### config.mk
export PLATFORM = sky130hd
export DESIGN_NAME = detect_scheduler
export DESIGN_NICKNAME = d
export VERILOG_FILES = /design/src/rtl/detect_pkg.sv /design/src/rtl/serial_110_core.sv /design/src/rtl/detect_scheduler.sv
export SDC_FILE = /design/constraint.sdc
export NUM_CORES = 1
export LEC_CHECK = 0
export CORE_MARGIN = 1
export CORE_UTILIZATION = 30
export CTS_CLUSTER_SIZE = 30
export DETAILED_ROUTE_END_ITERATION = 12
export HOLD_SLACK_MARGIN = 0.05
export PLACE_DENSITY = 0.64
export SYNTH_ARGS = -nofsm -noshare
export SYNTH_HDL_FRONTEND = slang
export SYNTH_SLANG_ARGS = --single-unit
### constraint.sdc
create_clock -name clk -period 3.4 [get_ports clk]
set_input_delay 0.68 -clock clk [delete_from_list [all_inputs] [get_ports clk]]
set_output_delay 0.68 -clock clk [all_outputs]
set_load 0.02 [all_outputs]
### src/rtl/detect_pkg.sv
// detect_pkg: shared state encodings and the round-robin grant search
// used by detect_scheduler and serial_110_core.
package detect_pkg;

  typedef enum logic [1:0] {IDLE, SCAN, DONE} sched_state_t;
  typedef enum logic [1:0] {D_S0, D_S1, D_S11} det_state_t;

  // The pick function works on a fixed-size view so it stays independent of
  // the scheduler parameters; requester counts up to MAX_REQ are supported.
  localparam int unsigned MAX_REQ = 32;
  localparam int unsigned PICK_W  = 5;

  // Index of the first set bit of valid[n-1:0] at or above ptr, with wrap.
  // Walks offsets from high to low so the smallest offset is the last to land.
  // Returns 0 when nothing is valid; callers qualify with |valid.
  function automatic logic [PICK_W-1:0] rr_pick(
    input logic [MAX_REQ-1:0] valid,
    input logic [PICK_W-1:0]  ptr,
    input logic [PICK_W:0]    n
  );
    logic [PICK_W:0]   idx;
    logic [PICK_W-1:0] sel;
    sel = '0;
    for (int i = MAX_REQ - 1; i >= 0; i--) begin
      idx = {1'b0, ptr} + (PICK_W + 1)'(i);
      if (idx >= n) idx = idx - n;
      if (((PICK_W + 1)'(i) < n) && valid[idx[PICK_W-1:0]]) sel = idx[PICK_W-1:0];
    end
    return sel;
  endfunction

endpackage

### src/rtl/serial_110_core.sv
// serial_110_core: bit-serial Mealy detector for the sequence 1,1,0.
// hit is combinational on the bit that completes the pattern.
module serial_110_core
  import detect_pkg::*;
(
  input  logic clk,
  input  logic reset,
  input  logic clr,
  input  logic bit_en,
  input  logic bit_in,
  output logic hit
);

  det_state_t state_q, state_d;

  // Detector state register, async active-low reset.
  always_ff @(posedge clk or negedge reset) begin
    if (!reset) state_q <= D_S0;
    else        state_q <= state_d;
  end

  // Next state and Mealy hit; clr wins so each word starts from scratch.
  always_comb begin
    state_d = state_q;
    hit     = bit_en && (state_q == D_S11) && !bit_in;
    if (clr) begin
      state_d = D_S0;
    end else if (bit_en) begin
      case (state_q)
        D_S0:    state_d = bit_in ? D_S1  : D_S0;
        D_S1:    state_d = bit_in ? D_S11 : D_S0;
        D_S11:   state_d = bit_in ? D_S11 : D_S0;
        default: state_d = D_S0;
      endcase
    end
  end

endmodule

### src/rtl/detect_scheduler.sv
// detect_scheduler: arbitrates NREQ word producers onto one serial 110
// detector, scans the granted word MSB-first and returns mask/count/id.
// Build option FIXED_PRIO_EN: lowest-index valid requester always wins
// (no round-robin pointer); default build is round-robin.
module detect_scheduler
  import detect_pkg::*;
#(
  parameter  int NREQ = 4,
  parameter  int W    = 16,
  localparam int IDW  = $clog2(NREQ),
  localparam int CNTW = $clog2(W + 1)
) (
  input  logic              clk,
  input  logic              reset,
  input  logic [NREQ-1:0]   req_valid,
  input  logic [NREQ*W-1:0] req_data,
  output logic [NREQ-1:0]   req_ready,
  output logic              res_valid,
  input  logic              res_ready,
  output logic [IDW-1:0]    res_id,
  output logic [W-1:0]      res_mask,
  output logic [CNTW-1:0]   res_count,
  output logic              busy
);

  localparam int BW = $clog2(W);

  sched_state_t    state_q, state_d;
  logic [W-1:0]    shreg_q, shreg_d;
  logic [IDW-1:0]  id_q, id_d;
  logic [BW-1:0]   cnt_q, cnt_d;
  logic [W-1:0]    mask_q, mask_d;
  logic [CNTW-1:0] count_q, count_d;
  logic [IDW-1:0]  grant_idx;
  logic            grant_any;
  logic            det_clr, det_en, det_hit;

`ifdef FIXED_PRIO_EN
  // Search always starts at requester 0.
  always_comb grant_idx = IDW'(rr_pick(MAX_REQ'(req_valid), '0, (PICK_W + 1)'(NREQ)));
`else
  logic [IDW-1:0] rr_q, rr_d;

  // Search starts at the round-robin pointer.
  always_comb grant_idx = IDW'(rr_pick(MAX_REQ'(req_valid), PICK_W'(rr_q), (PICK_W + 1)'(NREQ)));

  // Pointer moves past the owner of each delivered result.
  always_comb begin
    rr_d = rr_q;
    if (state_q == DONE && res_ready)
      rr_d = (id_q == IDW'(NREQ - 1)) ? '0 : id_q + IDW'(1);
  end

  // Round-robin pointer register.
  always_ff @(posedge clk or negedge reset) begin
    if (!reset) rr_q <= '0;
    else        rr_q <= rr_d;
  end
`endif

  assign grant_any = |req_valid;

  serial_110_core u_core (
    .clk    (clk),
    .reset  (reset),
    .clr    (det_clr),
    .bit_en (det_en),
    .bit_in (shreg_q[W-1]),
    .hit    (det_hit)
  );

  // Sequencing: grant/latch in IDLE, one bit per cycle in SCAN, hold in DONE.
  // req_ready is also gated by reset so nothing is offered while held in reset.
  always_comb begin
    state_d   = state_q;
    shreg_d   = shreg_q;
    id_d      = id_q;
    cnt_d     = cnt_q;
    mask_d    = mask_q;
    count_d   = count_q;
    req_ready = '0;
    det_clr   = 1'b0;
    det_en    = 1'b0;
    case (state_q)
      IDLE: begin
        if (grant_any && reset) begin
          req_ready[grant_idx] = 1'b1;
          shreg_d = req_data[grant_idx*W +: W];
          id_d    = grant_idx;
          cnt_d   = BW'(W - 1);
          mask_d  = '0;
          count_d = '0;
          det_clr = 1'b1;
          state_d = SCAN;
        end
      end
      SCAN: begin
        det_en  = 1'b1;
        shreg_d = {shreg_q[W-2:0], 1'b0};
        if (det_hit) begin
          mask_d[cnt_q] = 1'b1;
          count_d       = count_q + CNTW'(1);
        end
        if (cnt_q == '0) state_d = DONE;
        else             cnt_d   = cnt_q - BW'(1);
      end
      DONE: begin
        if (res_ready) state_d = IDLE;
      end
      default: state_d = IDLE;
    endcase
  end

  // Datapath and FSM registers; reset drops any scan in progress.
  always_ff @(posedge clk or negedge reset) begin
    if (!reset) begin
      state_q <= IDLE;
      shreg_q <= '0;
      id_q    <= '0;
      cnt_q   <= '0;
      mask_q  <= '0;
      count_q <= '0;
    end else begin
      state_q <= state_d;
      shreg_q <= shreg_d;
      id_q    <= id_d;
      cnt_q   <= cnt_d;
      mask_q  <= mask_d;
      count_q <= count_d;
    end
  end

  assign res_valid = (state_q == DONE);
  assign busy      = (state_q != IDLE);
  assign res_id    = id_q;
  assign res_mask  = mask_q;
  assign res_count = count_q;

endmodule

==> impl_metrics.csv <==
group,metric,value,unit
critical_path,path_cells,"clkdlybuf4s50_1 > mux2_4 > a2bb2oi_2 > o21ai_0 > a21oi_1 > o21bai_2 > nor2b_1 > clkdlybuf4s15_2",
synth,yosysWarnings,0,
global_routing,grt_pass1_vias,2870,
power_and_ir_drop,vdd_drop_max,0.381,mV
routing,drtPass1Iterations,4,
floorplan,die_x,105,um
synth,synthesis.area,3160,um2
layout,drive_gt1_frac,0.113,
synth,yosysMostFrequentCell,"dfrtp_1",
routing,via_per_inst,5.08,
floorplan,coreArea,10300,um2
clocking,cts_setup_buffers,0,
floorplan,fp-row-count,37,
critical_path,crit_buf_inv,2,
sta,hold_slack,0.499,ns
floorplan,ios,100,
global_routing,grt_pass1_wl,14500,um
synth,synth_largest_area_cell,"dfrtp_1",
clocking,root_buffer,"clkbuf_8",
critical_path,slowest_delay,0.51,ns
sta,drv_slew,0,
sta,setup_violations,0,
layout,nFillCells,1042,
clocking,clk_latency,0.31,ns
synth,synth_top_area_share,0.388,
critical_path,required,2.72,ns
global_routing,track_usage,0.162,
power_and_ir_drop,power_density,793,nW/um2
hold_path,hold_class,"flop to flop",
synth,ys_types,49,
sta,hold_viol_final,0,
global_routing,grt_max_degree,50,
global_routing,antenna_found_initial,0,
clocking,cts_buffers,5,
synth,avgSynthCellArea,9.47,um2
layout,nets,525,
critical_path,crit_path_end_kind,"output port",
critical_path,crit_slowest_cell,"clkdlybuf4s50_1",
synth,synthTopCellsByCount,"dfrtp_1, nor2_1, mux2i_1, a21oi_1, and3_1",
job,max_cap_violations,0,
place,io_buffers,99,
sta,finalCriticalPeriod,3.29,ns
routing,wl_per_cell,15.6,um
layout,n_antenna_cell,0,
synth,synth_nets,419,
synth,synth_edf_count,0,
routing,drcViolationCount,0,
clocking,clockBufferDepth,2,
floorplan,die_h,105,um
routing,antenna_left,0,
synth,seq_area_frac_synth,0.388,
global_routing,grt_overflow,0,
sta,fmax,304,MHz
run_status,status,"completed",
routing,drtIter0Drc,129,
synth,synthFlopType,"dfrtp_1",
clocking,htreeDepth,2,
routing,wl,8990,um
clocking,clk_pin_slew,0.09,ns
floorplan,die-area,11000,um2
routing,vias,2933,
synth,async_flop_share,1.00,
sta,tightest_slew,0.919,ns
critical_path,critPathMaxFanout,7,
critical_path,critPathKind,"input port to output port",
sta,relSlewSlack,0.386,
power_and_ir_drop,leakagePower,2.05,nW
place,gp_congestion,0.815,
clocking,tritoncts,"yes",
layout,area_growth,42.6,%
synth,ys_ff_latch,49,
sta,fin_crit_sh,0.969,
synth,synthTopCellsByArea,"dfrtp_1, mux2i_1, ha_1",
synth,syn_inst,334,
critical_path,worst_ep_arrival_time,2.61,ns
sta,clock_skew,0.0117,ns
critical_path,worstSetupStartpointType,"input port",
place,dp_cells,569,
clocking,cts_sinks,49,
layout,fin_cells,577,
critical_path,crit_family,"buffers and inverters",
place,dp_hpwl,6610,um
floorplan,start_util,0.308,
==> cells by family after synthesis <==
| group | after synthesis | synth area share |
|---|---|---|
| fa+ha+maj | 14 | 0.0554 |
| flops | 49 | 0.388 |
| mux | 41 | 0.132 |
| simple gates | 108 | 0.164 |
| xor+xnor | 4 | 0.0111 |
| compound gates | 87 | 0.194 |
| buf+inv | 31 | 0.0558 |
==> worst min-delay path, delay by kind of cell, from the launching register on <==
| family | cells | cell delay (ns) |
|---|---|---|
| flops | 1 | 0.34 |
| compound gates | 2 | 0.12 |
==> layout by cell type (no fill, tap or decap), types with 2 or more instances in the layout <==
cell type         n
a21o_1            2
a21oi_1          34
a221oi_1         15
and2_1            3
and3_1           17
buf_4            22
bufinv_16         2
clkbuf_2          3
clkbuf_8          5
clkdlybuf4s50_1  92
dfrtp_1          49
dlymetal6s2s_1    2
ha_1             13
inv_1             8
mux2_1            2
mux2i_1          37
nand2_1          16
nand2b_1          2
nand3_1           7
nand4_1           2
nor2_1           45
nor2b_1           4
nor3_1            2
nor3_2            2
nor3b_1           3
o21ai_0           3
o21ai_2           2
o221ai_1         15
o31ai_1           3
xor2_1            3
==> layout make-up <==
class / count / area [um2] / area share
Multi-Input combinational cell: 254 / 1800 / 0.399
Sequential cell: 49 / 1230 / 0.272
Inverter: 9 / 33.8 / 0.00749
Tap cell: 136 / 170 / 0.0377
Timing Repair Buffer: 121 / 1140 / 0.253
Clock buffer: 5 / 68.8 / 0.0153
Clock inverter: 3 / 68.8 / 0.0153
==> power breakdown <==
part | internal (mW) | switching [mW]
combinational | 0.976 | 1.13
sequential | 0.795 | 0.161
clock | 0.296 | 0.213
total | 2.07 | 1.51
==> sequential cells by signal (all words and copies together), names as in the netlist <==
signal	flops
cnt_q	4
res_count	5
res_id	2
res_mask	16
rr_q	2
shreg_q	16
state_q	2
u_core.state_q	2
==> through the flow <==
step	worst slack [ns]	instance area [um2]	total power, mW	setup TNS [ns]	utilization
2_1_floorplan	0.0765	3170	2.39	0	-
3_3_place_gp	-0.230	4350	2.99	-0.838	0.423
3_5_place_dp	-0.318	4350	3.04	-1.11	0.423
4_1_cts	0.0119	4490	3.57	0	0.437
5_1_grt	-0.0137	4510	3.84	-0.0137	0.439
6_report	0.105	4510	3.58	0	0.439
==> routing by layer <==
metal,share of wire,track usage,vias up
met4,0.0037,0.0302,0
met1,0.46,0.222,1416
li1,-,-,1445
met5,0,0,-
met3,0.060,0.0362,2
met2,0.47,0.263,70
==> repair_timing <==
action | in CTS | in global routing
pin swaps | 0 | 0
hold buffers | 0 | 0
setup endpoints to repair | 4 | 4
gates resized for setup | 10 | 11
==> final timing paths <==
path                              start           end  slack (ns)  cells past startpoint
setup / recovery           req_valid[3]  req_ready[2]        0.11                      8
hold / removal              shreg_q[10]   shreg_q[11]        0.50                      2
setup reg to reg                rr_q[1]   shreg_q[13]        0.69                     11
hold reg to reg             shreg_q[10]   shreg_q[11]        0.50                      2
max in group asynchronous         reset   shreg_q[14]        2.41                      2
min in group asynchronous         reset   res_mask[9]        0.55                      2
No activity file was read; power rests on OpenSTA's default activity.
==> RTL edit 1 (same flow settings) <==
Build with the macro `FIXED_PRIO_EN` defined.
--- a/src/rtl/detect_scheduler.sv
+++ b/src/rtl/detect_scheduler.sv
@@ -3,4 +3,6 @@
 // Build option FIXED_PRIO_EN: lowest-index valid requester always wins
 // (no round-robin pointer); default build is round-robin.
+`define FIXED_PRIO_EN
+
 module detect_scheduler
   import detect_pkg::*;
Function: no difference found for any inputs over 10 cycles, from zero or initial values and one cycle with reset low; that may be too few to reach the edited logic, so the function may still have changed.
==> RTL edit 1 against the original RTL <==
  * Cell area fell by 10%
  * Wire length shrank 16%
  * Setup slack better by 0.14 ns
  * Utilization fell by 0.18 points
  * Combinational power decreased by 47%
  * Critical path depth is 4 lower
  * Area after synthesis fell by 8.4%
  * Die area decreased by 8.2%
  * Fmax rose by 4.4%
  * Sequential cell count fell by 2
  * Total power down 33%
  * Critical path type unchanged
  * Largest power group unchanged
  * Highest routed layer unchanged
==> RTL edit 1: results (changes against the original RTL) <==
outcome completed (unchanged); WHS Endpoint shreg_q[10] (was shreg_q[11]); clk_skew 0.00548 ns (was 0.0117 ns); clk buf depth 2 (unchanged); r2r worst-path depth 4 (was 11); Avg WL per Cell 14.3 um (was 15.6 um); placed insts 523 (was 569); NumNets Final 481 (was 525); fin area 0.00406 mm^2 (was 0.00451 mm^2); gpl congestion 0.736 (was 0.815); gr usage total 0.156 (was 0.162); number of library cell types mapped by synthesis 46 (was 49); CP arrival 2.48 ns (was 2.61 ns); largest net degree at the start of global routing 49 (was 50); CP peak stage delay 0.67 ns (was 0.51 ns); Slowest-stage cell, CP clkdlybuf4s50_1 (unchanged); most area-consuming cells after synthesis dfrtp_1, a211oi_1, o221ai_2 (was dfrtp_1, mux2i_1, ha_1); LEAKAGE 0.00174 uW (was 0.00205 uW); R2R setup slack 1.20 ns (was 0.69 ns); vias post-DR 2605 (was 2933); most frequent cell after synthesis dfrtp_1 (unchanged); clock root cell clkbuf_8 (unchanged); post-synthesis mux area share 0 (was 0.132); CTS Buf Count 5 (unchanged); Final Non-Filler Cells 531 (was 577); 1st-iter DRT viols 59 (was 129); reg-to-reg critical path startpoint state_q[1] (was rr_q[1]); total negative slack 0 ns (unchanged); crit path max fanout 8 (was 7); r2r endpoint res_mask[5] (was shreg_q[13]); antenna violations before repair 0 (unchanged); layout cell share with drive strength beyond 1 0.0846 (was 0.113); Synth Area in Compound Gates 0.310 (was 0.194); sequential area share after synthesis 0.406 (was 0.388); grt total ovfl 0 (unchanged); ant diodes 0 (unchanged); post-placement worst setup slack 0.285 ns (was -0.318 ns); latest clock arrival within the worst-skew pair 0.30 ns; fill cell total of the finished layout 960 (was 1042); vias in the first global route 2495 (was 2870); Mapped Nets 390 (was 419); fin crit period 3.16 ns (was 3.29 ns); cells after synthesis 310 (was 334); PostCTS Resize Cnt 0 (was 10); maximum vdd ir drop 0.212 mV (was 0.381 mV); Synth Area in Adders 0.0388 (was 0.0554); Worst-path clk slew 0.08 ns; HPWL Detailed 5770 um (was 6610 um); pin slew with the least headroom to its limit 1.09 ns (was 0.919 ns); first-pass GRT wire length 12500 um (was 14500 um); hold_ws 0.496 ns (was 0.499 ns); Post-synth ARST share 1.00 (unchanged); commonest cells in the netlist dfrtp_1, inv_1, a211oi_1, nor2_1, nand2_1 (was dfrtp_1, nor2_1, mux2i_1, a21oi_1, and3_1); placed inst area 0.00396 mm^2 (was 0.00435 mm^2); XOR/XNOR Fraction of Synth Area 0.0151 (was 0.0111)
RTL edit 1: cell count changes in the layout (fill, tap and decap cells not counted), sizes merged, moves of 6 or more:
cell | unedited run | this run
mux2i | 37 | 0
nand2 | 16 | 22
a221oi | 15 | 1
buf | 23 | 8
clkdlybuf4s50 | 92 | 98
and3 | 17 | 2
inv | 10 | 37
a21oi | 35 | 17
a2bb2oi | 1 | 16
nor2 | 45 | 24
a211oi | 1 | 30
o21ai | 5 | 20
RTL edit 1: cell families after synthesis:
logic type      Yosys count
compound gates          112
simple gates             77
buf+inv                  60
flops                    47
fa+ha+maj                 9
xor+xnor                  5
RTL edit 1: layout make-up:
cell class                 instances  area share
tap                              129      0.0398
multi-input combinational        203       0.355
timing repair buffer             106       0.256
clock buffer                       8      0.0247
sequential                        47       0.290
inverter                          38      0.0351
RTL edit 1: worst max-delay path by stage:
stage	end	from
finish	req_ready[1]	req_valid[1]
global route	req_ready[1]	req_valid[1]
CTS	req_ready[1]	req_valid[1]
detailed placement	req_ready[1]	req_valid[1]
global placement	req_ready[1]	req_valid[1]
floorplan	req_ready[3]	reset
RTL edit 1: routing by layer:
| metal | GRT usage | part of all wire |
|---|---|---|
| met5 | 0 | 0 |
| met4 | 0.0334 | 0.0062 |
| met1 | 0.213 | 0.49 |
| met2 | 0.255 | 0.45 |
| met3 | 0.0341 | 0.062 |
RTL edit 1: report_power, final:
part           leakage, uW  internal [uW]  switching (uW)
clock network    0.0000515            186             185
registers         0.000614            748             154
logic              0.00107            534             588
RTL edit 1: critical path: cells and delay by family:
family	cells	cell delay [ns]
buffers and inverters	3	1.47
AND/OR/NAND/NOR	1	0.32
==> RTL edit 2 (config.mk and constraints unchanged) <==
Without the edit above. `shreg_q` no longer has a reset.
--- a/src/rtl/detect_scheduler.sv
+++ b/src/rtl/detect_scheduler.sv
@@ -116,5 +116,4 @@
     if (!reset) begin
       state_q <= IDLE;
-      shreg_q <= '0;
       id_q    <= '0;
       cnt_q   <= '0;
@@ -123,5 +122,4 @@
     end else begin
       state_q <= state_d;
-      shreg_q <= shreg_d;
       id_q    <= id_d;
       cnt_q   <= cnt_d;
@@ -129,4 +127,8 @@
       count_q <= count_d;
     end
+  end
+
+  always_ff @(posedge clk) begin
+    shreg_q <= shreg_d;
   end
 
Check against the original RTL: same outputs for any inputs over 10 cycles, from zero or initial values and one cycle with reset low; that may be too few to reach the edited logic, so the function may still have changed.
==> RTL edit 2 against the original RTL <==
  * Register-to-register slack lost 0.18 ns
  * Total power grew 30%
  * Sequential cell count is the same
  * Wire length grew 11%
  * Die area grew 7.5%
  * Synthesized cell count grew 14%
  * Setup slack gained 0.081 ns
  * Area after synthesis grew 7.6%
  * First-iteration DRC count grew 83%
  * Sequential power grew 7%
  * Cell area grew 8.8%
  * Largest power group unchanged
  * Highest routed layer unchanged
==> RTL edit 2: results (changes against the original RTL) <==
Avg WL per Cell 15.6 um (about the same); reg-to-reg critical path startpoint rr_q[0] (was rr_q[1]); Worst Hold Launch res_mask[8] (was shreg_q[10]); P_seq 1020 uW (was 956 uW); Mapped Nets 465 (was 419); Gate power share 0.667 (was 0.590); clock root cell clkbuf_16 (was clkbuf_8); first-pass GRT wire length 16500 um (was 14500 um); WHS Endpoint res_mask[8] (was shreg_q[11]); gpl congestion 0.889 (was 0.815); placed insts 631 (was 569); largest net degree at the start of global routing 35 (was 50); 1st-iter DRT viols 236 (was 129); commonest cells in the netlist a21oi_1, o21ai_0, dfrtp_1, nor2_1, nand3_1 (was dfrtp_1, nor2_1, mux2i_1, a21oi_1, and3_1); number of library cell types mapped by synthesis 55 (was 49); WL met1 4480 um (was 4170 um); HPWL Detailed 7500 um (was 6610 um); XOR/XNOR Fraction of Synth Area 0.00771 (was 0.0111); Slowest-stage cell, CP clkdlybuf4s50_1 (unchanged); maximum vdd ir drop 0.358 mV (was 0.381 mV); Int Power 2560 uW (was 2070 uW); fill cell total of the finished layout 1080 (was 1042); post-placement worst setup slack -0.262 ns (was -0.318 ns); CTS Buf Count 5 (unchanged); outcome completed (unchanged); Synth Area in Adders 0.0514 (was 0.0554); grt met2 use 0.302 (was 0.263); Syn Area/Cell 8.96 um^2 (was 9.47 um^2); vias post-DR 3361 (was 2933); post-CTS setup buffer count 0 (unchanged); met1 Usage GRT 0.235 (was 0.222); Synth Area in Compound Gates 0.273 (was 0.194); clk_skew 0.0103 ns (was 0.0117 ns); vias in the first global route 3324 (was 2870); Min-Delay Path Class register to register (unchanged); PostCTS Resize Cnt 4 (was 10); layout cell share with drive strength beyond 1 0.148 (was 0.113); Worst-path clk slew 0.07 ns (was 0.09 ns); met2 routed WL 4860 um (was 4260 um); pin slew with the least headroom to its limit 0.898 ns (was 0.919 ns); Final Non-Filler Cells 639 (was 577); r2r worst-path depth 8 (was 11); total power 4640 uW (was 3580 uW); initial core utilization 0.311 (was 0.308); CP peak stage delay 0.53 ns (was 0.51 ns); crit path max fanout 4 (was 7); CP arrival 2.53 ns (was 2.61 ns); crit-path leading delay family buffers and inverters (unchanged); R2R setup slack 0.51 ns (was 0.69 ns); hold_ws 0.499 ns (about the same); placed inst area 0.00477 mm^2 (was 0.00435 mm^2); latest clock arrival within the worst-skew pair 0.29 ns (was 0.31 ns); Post-synth EDFFs 16 (was 0); LEAKAGE 0.00198 uW (was 0.00205 uW); most area-consuming cells after synthesis dfrtp_1, edfxtp_1, a21oi_1 (was dfrtp_1, mux2i_1, ha_1); r2r endpoint shreg_q[3] (was shreg_q[13]); Post-synth ARST share 0.673 (was 1.00); met3 WL 520 um (was 539 um); post-synthesis mux area share 0.0808 (was 0.132)
-- RTL edit 2: layout make-up --
| class | instances | area, um^2 | area share |
|---|---|---|---|
| sequential | 49 | 1310 | 0.266 |
| tap | 140 | 175 | 0.0357 |
| clock inverter | 3 | 28.8 | 0.00586 |
| timing repair buffer | 139 | 1280 | 0.261 |
| inverter | 10 | 37.5 | 0.00765 |
| clock buffer | 5 | 125 | 0.0255 |
| multi-input combinational | 293 | 1950 | 0.398 |
-- RTL edit 2: how the worst max path moves through the flow --
stage | startpoint | to | slack (ns) | depth (start not counted)
5_1_grt | req_valid[1] | req_ready[1] | 0.04 | 9
6_report | req_valid[0] | req_ready[0] | 0.19 | 8
3_5_place_dp | req_valid[2] | req_ready[1] | -0.26 | 8
4_1_cts | req_valid[2] | req_ready[1] | 0.01 | 8
2_1_floorplan | rr_q[0] | req_ready[0] | 0.12 | 11
3_3_place_gp | req_valid[0] | req_ready[2] | -0.20 | 8
